--- src/rtl/alu_pkg.sv ---
// Shared types for the sequential ALU: opcodes, compare modes, FSM states.
package alu_pkg;

    typedef enum logic [3:0] {
        OP_AND  = 4'b0000,
        OP_OR   = 4'b0001,
        OP_ADD  = 4'b0010,
        OP_SUB  = 4'b0110,
        OP_SET  = 4'b0111,
        OP_MULU = 4'b1000,
        OP_SLL  = 4'b1001,
        OP_SRL  = 4'b1010,
        OP_SRA  = 4'b1011,
        OP_NOR  = 4'b1100,
        OP_NAND = 4'b1101
    } op_t;

    typedef enum logic [2:0] {
        CMP_SLT = 3'b000,
        CMP_SGT = 3'b001,
        CMP_SLE = 3'b010,
        CMP_SGE = 3'b011,
        CMP_NE  = 3'b100,
        CMP_EQ  = 3'b110
    } cmp_t;

    typedef enum logic [1:0] {
        IDLE = 2'd0,
        MUL  = 2'd1,
        DONE = 2'd2
    } state_t;

endpackage

--- src/rtl/alu_mul_seq.sv ---
// Unsigned shift-add multiplier, one multiplier bit per cycle.
// product_o carries the final partial product in the cycle done_o is high.
module alu_mul_seq #(
    parameter int WIDTH = 32
) (
    input  logic               clk,
    input  logic               rst_n,
    input  logic               start_i,
    input  logic [WIDTH-1:0]   a_i,
    input  logic [WIDTH-1:0]   b_i,
    output logic               done_o,
    output logic [2*WIDTH-1:0] product_o
);

    localparam int SHW = $clog2(WIDTH);

    logic               active_q;
    logic [SHW-1:0]     cnt_q;
    logic [WIDTH-1:0]   mcand_q;
    logic [2*WIDTH-1:0] acc_q;
    logic [WIDTH:0]     partial;
    logic [2*WIDTH-1:0] acc_d;

    // Low half of acc starts as the multiplier and shifts out one bit per step
    always_comb begin
        partial = {1'b0, acc_q[2*WIDTH-1:WIDTH]};
        if (acc_q[0]) begin
            partial = partial + {1'b0, mcand_q};
        end
        acc_d = {partial, acc_q[WIDTH-1:1]};
    end

    always_ff @(posedge clk) begin
        if (!rst_n) begin
            active_q <= 1'b0;
            cnt_q    <= '0;
            mcand_q  <= '0;
            acc_q    <= '0;
        end else if (start_i) begin
            active_q <= 1'b1;
            cnt_q    <= SHW'(WIDTH - 1);
            mcand_q  <= a_i;
            acc_q    <= {{WIDTH{1'b0}}, b_i};
        end else if (active_q) begin
            acc_q <= acc_d;
            cnt_q <= cnt_q - 1'b1;
            if (cnt_q == '0) begin
                active_q <= 1'b0;
            end
        end
    end

    assign done_o    = active_q && (cnt_q == '0);
    assign product_o = acc_d;

endmodule

--- src/rtl/seq_alu.sv ---
// Handshaked ALU with registered results and a multi-cycle unsigned multiply.
module seq_alu
    import alu_pkg::*;
#(
    parameter int WIDTH = 32
) (
    input  logic             clk,
    input  logic             rst_n,
    input  logic             in_valid,
    output logic             in_ready,
    input  logic [3:0]       op,
    input  logic [2:0]       cmp,
    input  logic [WIDTH-1:0] src1,
    input  logic [WIDTH-1:0] src2,
    output logic             out_valid,
    input  logic             out_ready,
    output logic [WIDTH-1:0] result,
    output logic             zero,
    output logic             cout,
    output logic             overflow,
    output logic             busy
);

    localparam int SHW = $clog2(WIDTH);

    state_t             state_q, state_d;
    logic [WIDTH-1:0]   result_q, result_d;
    logic               zero_q, zero_d;
    logic               cout_q, cout_d;
    logic               ovf_q, ovf_d;

    op_t                opc;
    cmp_t               cm;
    logic               inv_b;
    logic [WIDTH-1:0]   b_eff;
    logic [WIDTH:0]     sum;
    logic               add_ovf;
    logic               less;
    logic               eq;
    logic               set_bit;
    logic [SHW-1:0]     shamt;
    logic [WIDTH-1:0]   alu_res;
    logic               alu_cout;
    logic               alu_ovf;

    logic               mul_start;
    logic               mul_done;
    logic [2*WIDTH-1:0] mul_prod;

    alu_mul_seq #(.WIDTH(WIDTH)) u_mul (
        .clk       (clk),
        .rst_n     (rst_n),
        .start_i   (mul_start),
        .a_i       (src1),
        .b_i       (src2),
        .done_o    (mul_done),
        .product_o (mul_prod)
    );

    always_comb begin
        opc     = op_t'(op);
        cm      = cmp_t'(cmp);
        inv_b   = (opc == OP_SUB) || (opc == OP_SET);
        b_eff   = inv_b ? ~src2 : src2;
        sum     = {1'b0, src1} + {1'b0, b_eff} + {{WIDTH{1'b0}}, inv_b};
        add_ovf = (src1[WIDTH-1] == b_eff[WIDTH-1])
               && (sum[WIDTH-1] != src1[WIDTH-1]);
        // Sign of the difference, corrected when the subtraction overflows
        less    = sum[WIDTH-1] ^ add_ovf;
        eq      = (src1 == src2);
        shamt   = src2[SHW-1:0];

        set_bit = 1'b0;
        unique case (cm)
            CMP_SLT: set_bit = less;
            CMP_SGT: set_bit = !less && !eq;
            CMP_SLE: set_bit = less || eq;
            CMP_SGE: set_bit = !less;
            CMP_NE:  set_bit = !eq;
            CMP_EQ:  set_bit = eq;
            default: set_bit = 1'b0;
        endcase

        alu_res  = '0;
        alu_cout = 1'b0;
        alu_ovf  = 1'b0;
        case (opc)
            OP_AND:  alu_res = src1 & src2;
            OP_OR:   alu_res = src1 | src2;
            OP_NOR:  alu_res = ~(src1 | src2);
            OP_NAND: alu_res = ~(src1 & src2);
            OP_ADD, OP_SUB: begin
                alu_res  = sum[WIDTH-1:0];
                alu_cout = sum[WIDTH];
                alu_ovf  = add_ovf;
            end
            OP_SET:  alu_res = {{(WIDTH-1){1'b0}}, set_bit};
            OP_SLL:  alu_res = src1 << shamt;
            OP_SRL:  alu_res = src1 >> shamt;
            OP_SRA:  alu_res = WIDTH'($signed(src1) >>> shamt);
            default: alu_res = '0;
        endcase
    end

    assign in_ready = (state_q == IDLE) || ((state_q == DONE) && out_ready);

    always_comb begin
        state_d   = state_q;
        result_d  = result_q;
        cout_d    = cout_q;
        ovf_d     = ovf_q;
        mul_start = 1'b0;
        unique case (state_q)
            IDLE, DONE: begin
                if (in_ready) begin
                    if (!in_valid) begin
                        state_d = IDLE;
                    end else if (opc == OP_MULU) begin
                        mul_start = 1'b1;
                        state_d   = MUL;
                    end else begin
                        result_d = alu_res;
                        cout_d   = alu_cout;
                        ovf_d    = alu_ovf;
                        state_d  = DONE;
                    end
                end
            end
            MUL: begin
                if (mul_done) begin
                    result_d = mul_prod[WIDTH-1:0];
                    cout_d   = |mul_prod[2*WIDTH-1:WIDTH];
                    ovf_d    = 1'b0;
                    state_d  = DONE;
                end
            end
            default: state_d = IDLE;
        endcase
        zero_d = (state_d == state_q) && (state_q != MUL) && !in_ready
               ? zero_q : (result_d == '0);
        if (state_d == IDLE || state_d == MUL) begin
            zero_d = zero_q;
        end
    end

    always_ff @(posedge clk) begin
        if (!rst_n) begin
            state_q  <= IDLE;
            result_q <= '0;
            zero_q   <= 1'b0;
            cout_q   <= 1'b0;
            ovf_q    <= 1'b0;
        end else begin
            state_q  <= state_d;
            result_q <= result_d;
            zero_q   <= zero_d;
            cout_q   <= cout_d;
            ovf_q    <= ovf_d;
        end
    end

    assign out_valid = (state_q == DONE);
    assign busy      = (state_q == MUL);
    assign result    = result_q;
    assign zero      = zero_q;
    assign cout      = cout_q;
    assign overflow  = ovf_q;

endmodule

--- config.mk ---
export PLATFORM = sky130hd
export DESIGN_NAME = seq_alu
export DESIGN_NICKNAME = d
export VERILOG_FILES = /design/src/rtl/alu_pkg.sv /design/src/rtl/alu_mul_seq.sv /design/src/rtl/seq_alu.sv
export SDC_FILE = /design/constraint.sdc
export NUM_CORES = 1
export LEC_CHECK = 0
export BUFFER_PORTS_ARGS = -buffer_cell sky130_fd_sc_hd__buf_2
export CORE_MARGIN = 5
export CORE_UTILIZATION = 40
export DETAILED_ROUTE_END_ITERATION = 10
export PLACE_DENSITY = 0.54
export SLEW_MARGIN = 5
export SYNTH_ARGS = -nofsm -noshare
export SYNTH_HDL_FRONTEND = slang
export SYNTH_SLANG_ARGS = --single-unit
export TNS_END_PERCENT = 30
--- constraint.sdc ---
create_clock -name clk -period 6.05 [get_ports clk]
set_input_delay 1.21 -clock clk [delete_from_list [all_inputs] [get_ports clk]]
set_output_delay 1.21 -clock clk [all_outputs]
set_load 0.02 [all_outputs]
==> flow_summary_export.csv, run 1 <==
group,metric,value,unit
clocking,cts-buffers-inserted,17,
timing,finalMaxSlewViolations,0,
global_routing,track_usage,35.54,%
outcome,outcome,"complete, no violations",
finish,post-route-util,43.69,%
timing,period_share,81.01,%
min_path,hp-class,"reg2reg",
detailed_routing,wl_per_cell,30.91,µm
critical_path,end_kind,"flop",
finish,drive_gt1_share,14.97,%
timing,relSlewSlack,20.79,%
clocking,clkLatencyLatePin,0.46,ns
finish,multi_input_area,13140,µm²
clocking,cts_buffer_depth,2,
synthesis,synth-xor-area-share,3.619,%
global_routing,grt_max_degree,97,
synthesis,avgSynthCellArea,7.719,µm²
power,p_int,1.949,mW
power,powerDensity,174.5,nW/µm²
placed_design,io_buffer_count,112,
synthesis,yosys.area_share.simple,20.47,%
synthesis,yosysWarnings,0,
global_routing,overflow,0,
placed_design,dp_hpwl,65.68,mm
critical_path,r2r_cells,13,
power,irDropWorstVdd,158.7,µV
timing,rsz0062_at_grt,"no",
synthesis,synth_compound_area_share,25.54,%
detailed_routing,finalWirelength,86.23,mm
placed_design,pre_cts_ws,0.7904,ns
die,die_x,217.3,µm
clocking,cts_resized,0,
finish,final_nets,2437,
clocking,postCtsSetupBuffers,0,
synthesis,ys_types,89,
die,start_util,40.15,%
finish,instances_no_fill,2790,
die,die_h,217.3,µm
placed_design,gp_congestion,1.052,
critical_path,setup.worst_path.start,"op[2]",
synthesis,syn-instance-count,2226,
critical_path,timing.rr.start,"u_mul.acc_q[33]",
synthesis,synth_top_family_by_area,"compound AO/OA/AOI/OAI gates",
finish,ff_latch_area,2788,µm²
synthesis,synth-edff-count,0,
power,combPwrFrac,37.8,%
synthesis,synth_flop_cell,"dfxtp_1",
synthesis,synth_area,17180,µm²
die,die_area,47200,µm²
synthesis,synthArstFlopShare,0,%
die,coreArea,42790,µm²
timing,finalCriticalPeriod,4.901,ns
job,cap_violations,0,
global_routing,grt_antenna_before_repair,6,
detailed_routing,ant_nets,0,
clocking,postCtsHoldBufs,0,
clocking,cts.sinks,139,
critical_path,start_kind,"input port",
timing,finalHoldViolations,0,
synthesis,synth_fa_ha_area_share,9.626,%
timing,setup_ws,1.149,ns
timing,finalSetupViolCount,0,
global_routing,grt_pass1_wl,124.2,mm
detailed_routing,remaining_drc_errors,0,
timing,fmax,0.2040,GHz
power,p_clk_share,32.7,%
detailed_routing,drt_pass1_iterations,6,
synthesis,synthMuxAreaShare,17.04,%
clocking,htreeDepth,4,
min_path,min-delay-start,"u_mul.mcand_q[31]",
synthesis,syn_nets,2432,
power,power_frac_seq,29.5,%
min_path,holdPathStages,2,
clocking,cts-root-buf,"clkbuf_16",
critical_path,crit_type,"in2reg",
placed_design,dp_cells,2758,
critical_path,crit_fanout,34,
finish,area_growth,8.811,%
die,io_pins,113,
detailed_routing,viasPerCell,6.686,
power,p_sw,1.314,mW
clocking,cts_tree,"yes",
critical_path,worstPathRequired,6.43,ns
finish,nFillCells,4416,
power,power,3.263,mW
finish,antennaDiodeCount,0,
power,p_leak,7.400,nW
timing,worst_slew_pin_slew,1.158,ns
critical_path,worstPathArrival,5.28,ns
detailed_routing,vias,18660,
synthesis,ys_ff_latch,139,
power,swShare,40.26,%
synthesis,ys_seq_area_share,16.19,%
clocking,cts.clk_slew.worst_paths,0.07,ns
timing,fin_tns_setup,0,ns
timing,finalClockSkew,0.01129,ns
detailed_routing,drt-initial-drc-count,2365,
die,rows,76,
global_routing,first_global_vias,17810,
==> per-layer routing <==
metal | global-route usage [%] | vias up | share of wire [%]
li1 | - | 8309 | -
met1 | 47.84 | 8990 | 41
met2 | 52.57 | 1102 | 42
met3 | 8.110 | 246 | 9.8
met4 | 19.93 | 8 | 6.9
met5 | 0 | - | 0.059
==> path summary, 6_finish.rpt <==
path                             to  slack [ns]
setup / recovery               zero        1.15
hold / removal    u_mul.mcand_q[31]        0.46
setup reg to reg               cout        1.60
hold reg to reg   u_mul.mcand_q[31]        0.46
==> area by class of cell <==
class | instances | share of cell area (%)
inverter | 96 | 1.927
sequential | 139 | 14.91
clock buffer | 19 | 2.369
clock inverter | 13 | 0.6960
tap | 546 | 3.654
multi-input combinational | 1792 | 70.27
timing repair buffer | 185 | 6.170
==> cell usage after synthesis, drive strengths merged, types with 6 or more instances <==
master,instances,area [µm²]
dfxtp,139,2783
a211o,11,96.34
a221oi,9,91.34
o211ai,23,172.7
o2111ai,6,52.55
a311oi,11,96.34
a22o,12,105.1
inv,93,349.1
nand4,27,168.9
o31ai,10,80.07
nand2,223,837.1
o31a,7,61.31
mux2,17,191.4
nor2b,31,193.9
ha,129,1614
a22oi,42,315.3
o21a,17,127.6
a2111oi,10,95.09
mux4,76,1715
nor3,39,195.2
nand3,42,210.2
a211oi,68,515.5
o221ai,16,140.1
nand2b,28,175.2
a222oi,8,80.08
and3,14,87.58
xnor2,57,499.2
o21ai,108,540.5
nor2,232,870.8
and2,21,131.4
clkbuf,121,454.2
a21oi,173,865.8
xor2,14,122.6
o41ai,6,60.06
or2,8,50.05
nor4,25,162.6
a21o,20,150.1
a31oi,22,137.6
buf,78,476.7
mux2i,102,1021
o21bai,10,75.07
o22ai,17,106.4
or3,18,112.6
==> placed cells by master, fill, tap and decap left out, types with 12 or more instances in the layout <==
cell       synthesis  layout
nor2_1           232     230
nand2_1          223     223
a21oi_1          173     173
dfxtp_1          139     137
ha_1             129     129
buf_2             36     109
mux2i_1          102     102
o21ai_0          100     100
inv_1             92      92
mux4_2            75      75
buf_4              6      73
a211oi_1          67      67
xnor2_1           57      57
a22oi_1           42      42
nand3_1           42      41
nor3_1            39      39
nor2b_1           31      31
nand2b_1          28      28
nand4_1           27      27
nor4_1            24      24
o211ai_1          23      23
a31oi_1           22      22
and2_1            21      21
a21o_1            20      20
or3_1             18      18
o21a_1            17      17
mux2_2            17      17
o22ai_1           17      17
clkbuf_16          0      17
o221ai_1          16      16
xor2_1            14      14
and3_1            14      14
a22o_1            12      12
==> power by group through the flow <==
stage                     clock network, mW  logic (mW)  registers (mW)
final                                  1.07        1.23           0.963
after global routing                   1.12        1.29           0.964
after CTS                              1.08        1.19           0.962
after detailed placement                  0        1.18           0.983
after global placement                    0        1.19           0.983
after floorplan                           0       0.744           0.982
==> state kept, by name, indices dropped and copies added (netlist names) <==
signal          count
cout                1
overflow            1
result             32
state_q             2
u_mul.acc_q        64
u_mul.active_q      1
u_mul.cnt_q         5
u_mul.mcand_q      32
zero                1
==> worst max-delay path: stages <==
cell	delay [ns]
buf_2	0.28
nand3b_1	0.18
buf_12	0.22
xnor2_1	0.16
ha_1	0.47
nand2_1	0.12
o21a_1	0.28
nand3_1	0.10
o21ai_0	0.20
a222oi_1	0.49
nand3_1	0.20
a221oi_1	0.51
nand4_1	0.18
nor4_2	0.29
nand4b_1	0.15
o31ai_2	0.18
==> cell families after synthesis <==
| family | Yosys count |
|---|---|
| buf+inv | 295 |
| compound gates | 651 |
| flops | 139 |
| mux | 195 |
| fa+ha+maj | 131 |
| xor+xnor | 71 |
| simple gates | 744 |
==> metrics by stage <==
step | area (µm²) | hold WS (ns)
2_1_floorplan | 17180 | 0.4400
3_3_place_gp | 18120 | 0.4508
3_5_place_dp | 18120 | 0.4541
4_1_cts | 18700 | 0.4628
5_1_grt | 18700 | 0.4852
6_report | 18700 | 0.4605
Note: power is estimated with default switching activity, not from simulation.
==> inputs of run 2 (changes only) <==
- ABC_AREA: default -> 1
- PLACE_DENSITY: 0.54 -> 0.56
- clock period: 6.05 -> 3.94 ns (I/O delays scaled with it)
==> flow_summary_export.csv, run 2 <==
group,metric,value,unit
critical_path,crit_buf_inv,7,
die,start_util,40.22,%
synthesis,synth-edff-count,0,
job,cap_violations,0,
finish,nFillCells,4469,
timing,finalHoldViolations,0,
synthesis,synthMuxAreaShare,0.1224,%
critical_path,crit_type,"in2reg",
timing,finalClockSkew,0.008749,ns
clocking,cts_buffer_depth,2,
global_routing,overflow,0,
finish,multi_input_area,11950,µm²
die,die_area,45020,µm²
global_routing,grt_pass1_wl,122.4,mm
global_routing,grt_max_degree,74,
power,powerDensity,259.8,nW/µm²
timing,period_share,96.24,%
power,irDropWorstVdd,248.5,µV
detailed_routing,drt-met1-wl,35.17,mm
critical_path,cp_slowest_cell,"ha_1",
synthesis,yosysWarnings,0,
critical_path,worstPathArrival,4.19,ns
detailed_routing,wl_per_cell,23.03,µm
timing,finalCriticalPeriod,3.792,ns
detailed_routing,ant_nets,0,
outcome,outcome,"complete, no violations",
critical_path,worstPathRequired,4.34,ns
synthesis,synth_commonest_cells,"836 x nand2_1, 362 x nand3_1, 268 x inv_1",
timing,relSlewSlack,40.93,%
finish,area_growth,19.39,%
synthesis,syn-instance-count,2847,
synthesis,synth_area_leader_cell,"nand2_1",
placed_design,placed_area,18860,µm²
detailed_routing,drt_pass1_iterations,8,
synthesis,synth_flop_cell,"dfxtp_1",
timing,finalSetupViolCount,0,
detailed_routing,viasPerCell,5.689,
synthesis,yosys.area_share.simple,40.46,%
synthesis,synth_compound_area_share,19.38,%
critical_path,start_kind,"input port",
timing,holdWs,0.4682,ns
synthesis,synth_area,16350,µm²
critical_path,cpMostUsedCell,"nand2_1",
detailed_routing,remaining_drc_errors,0,
synthesis,synth_top_area_share,19.19,%
clocking,cts_tree,"yes",
critical_path,cpPeakStageDelay,0.29,ns
finish,design_area,19520,µm²
synthesis,synth_top_family_by_area,"simple AND/OR/NAND/NOR gates",
finish,final_nets,3290,
die,die_h,212.2,µm
detailed_routing,top_layer,"met4",
detailed_routing,vias,20650,
detailed_routing,finalWirelength,83.60,mm
placed_design,io_buffer_count,112,
power,p_leak,9.947,nW
synthesis,synthTopCellsByArea,"nand2_1 19%, dfxtp_1 17%, nand3_1 11%, ha_1 9.9%, a21oi_1 6.2%",
clocking,cts-buffers-inserted,17,
clocking,clkLatencyLatePin,0.47,ns
placed_design,gp_congestion,1.095,
detailed_routing,met2_length,36.59,mm
die,die_x,212.2,µm
timing,finalMaxSlewViolations,0,
synthesis,ys_types,56,
detailed_routing,drt-initial-drc-count,2340,
finish,ff_latch_area,2784,µm²
critical_path,crit_fanout,13,
clocking,htreeDepth,4,
die,coreArea,40650,µm²
clocking,cts-root-buf,"clkbuf_16",
finish,final_common_cell,"nand2_1",
finish,drive_gt1_share,14.50,%
placed_design,dp_hpwl,67.22,mm
critical_path,path_delay_family,"simple AND/OR/NAND/NOR gates",
detailed_routing,route.met3.wl,7.351,mm
synthesis,synth_fa_ha_area_share,10.12,%
synthesis,avgSynthCellArea,5.743,µm²
synthesis,synth-xor-area-share,2.625,%
synthesis,syn_nets,3053,
timing,fmax,0.2637,GHz
finish,largest_register_ffs,64,
global_routing,grt_antenna_before_repair,0,
clocking,postCtsHoldBufs,0,
synthesis,ys_seq_area_share,17.02,%
clocking,cts.clk_slew.worst_paths,0.06,ns
global_routing,track_usage,36.31,%
synthesis,yosysMostFrequentCell,"nand2_1",
timing,worst_slew_pin_slew,0.8861,ns
synthesis,ys_ff_latch,139,
timing,fin_tns_setup,0,ns
min_path,hp-class,"reg2reg",
finish,mostFrequentLayoutCells,"836 x nand2_1, 360 x nand3_1, 267 x inv_1, 230 x nor2_1, 221 x buf_4",
global_routing,first_global_vias,19390,
finish,regMostFlops,"u_mul.acc_q",
die,io_pins,113,
die,rows,74,
power,power,5.072,mW
critical_path,end_kind,"flop",
synthesis,synthArstFlopShare,0,%
clocking,cts.sinks,139,
run 2: worst min-delay path: stages, from the launching register on:
cell     delay (ns)
dfxtp_1        0.31
nand2_1        0.06
a21oi_1        0.06
run 2: worst paths after layout:
kind	slack (ns)	to	startpoint	cells after the start
hold reg to reg	0.47	u_mul.acc_q[20]	u_mul.acc_q[20]	2
hold / removal	0.47	u_mul.acc_q[20]	u_mul.acc_q[20]	2
setup / recovery	0.15	zero	op[3]	27
setup reg to reg	0.43	cout	u_mul.acc_q[32]	18
run 2: metrics by stage:
stage	instances	utilization, %	setup slack, ns
6_report	3630	48.02	0.1483
5_1_grt	3629	48.02	-0.01713
4_1_cts	3623	47.80	0.1188
3_5_place_dp	3591	46.39	-0.3812
3_3_place_gp	3591	46.39	-0.4084
2_1_floorplan	2847	-	0.2788
run 2: cell families after synthesis:
kind of cell	count (synthesis)
xor gates and xnor gates	49
muxes	2
DFF	139
AOI/OAI and AO/OA	557
adders and majority gates	131
and+or+nand+nor	1553
buffers and inverters	416
run 2: cell type report:
type / instances / share of cell area (%)
antenna: 1 / 0.01282
clock buffer: 20 / 2.340
clock inverter: 12 / 0.5897
inverter: 289 / 5.589
multi-input combinational: 2292 / 61.19
sequential: 139 / 14.26
tap: 532 / 3.410
timing repair buffer: 345 / 12.60
run 2: per-layer routing:
| layer | global-route usage (%) | up-vias |
|---|---|---|
| met5 | 0 | - |
| met4 | 16.57 | 0 |
| met3 | 9.075 | 206 |
| met2 | 56.99 | 920 |
| met1 | 47.10 | 9563 |
| li1 | - | 9963 |
run 2: power breakdown:
group	switching (mW)	internal, mW
clock network	0.675	0.903
logic	1.30	0.707
registers	0.0383	1.45
run 2: what timing repair did:
item / CTS / global route
buffers inserted: 0 / 6
endpoints found under the setup margin: 0 / 1
resized for setup: 0 / 14
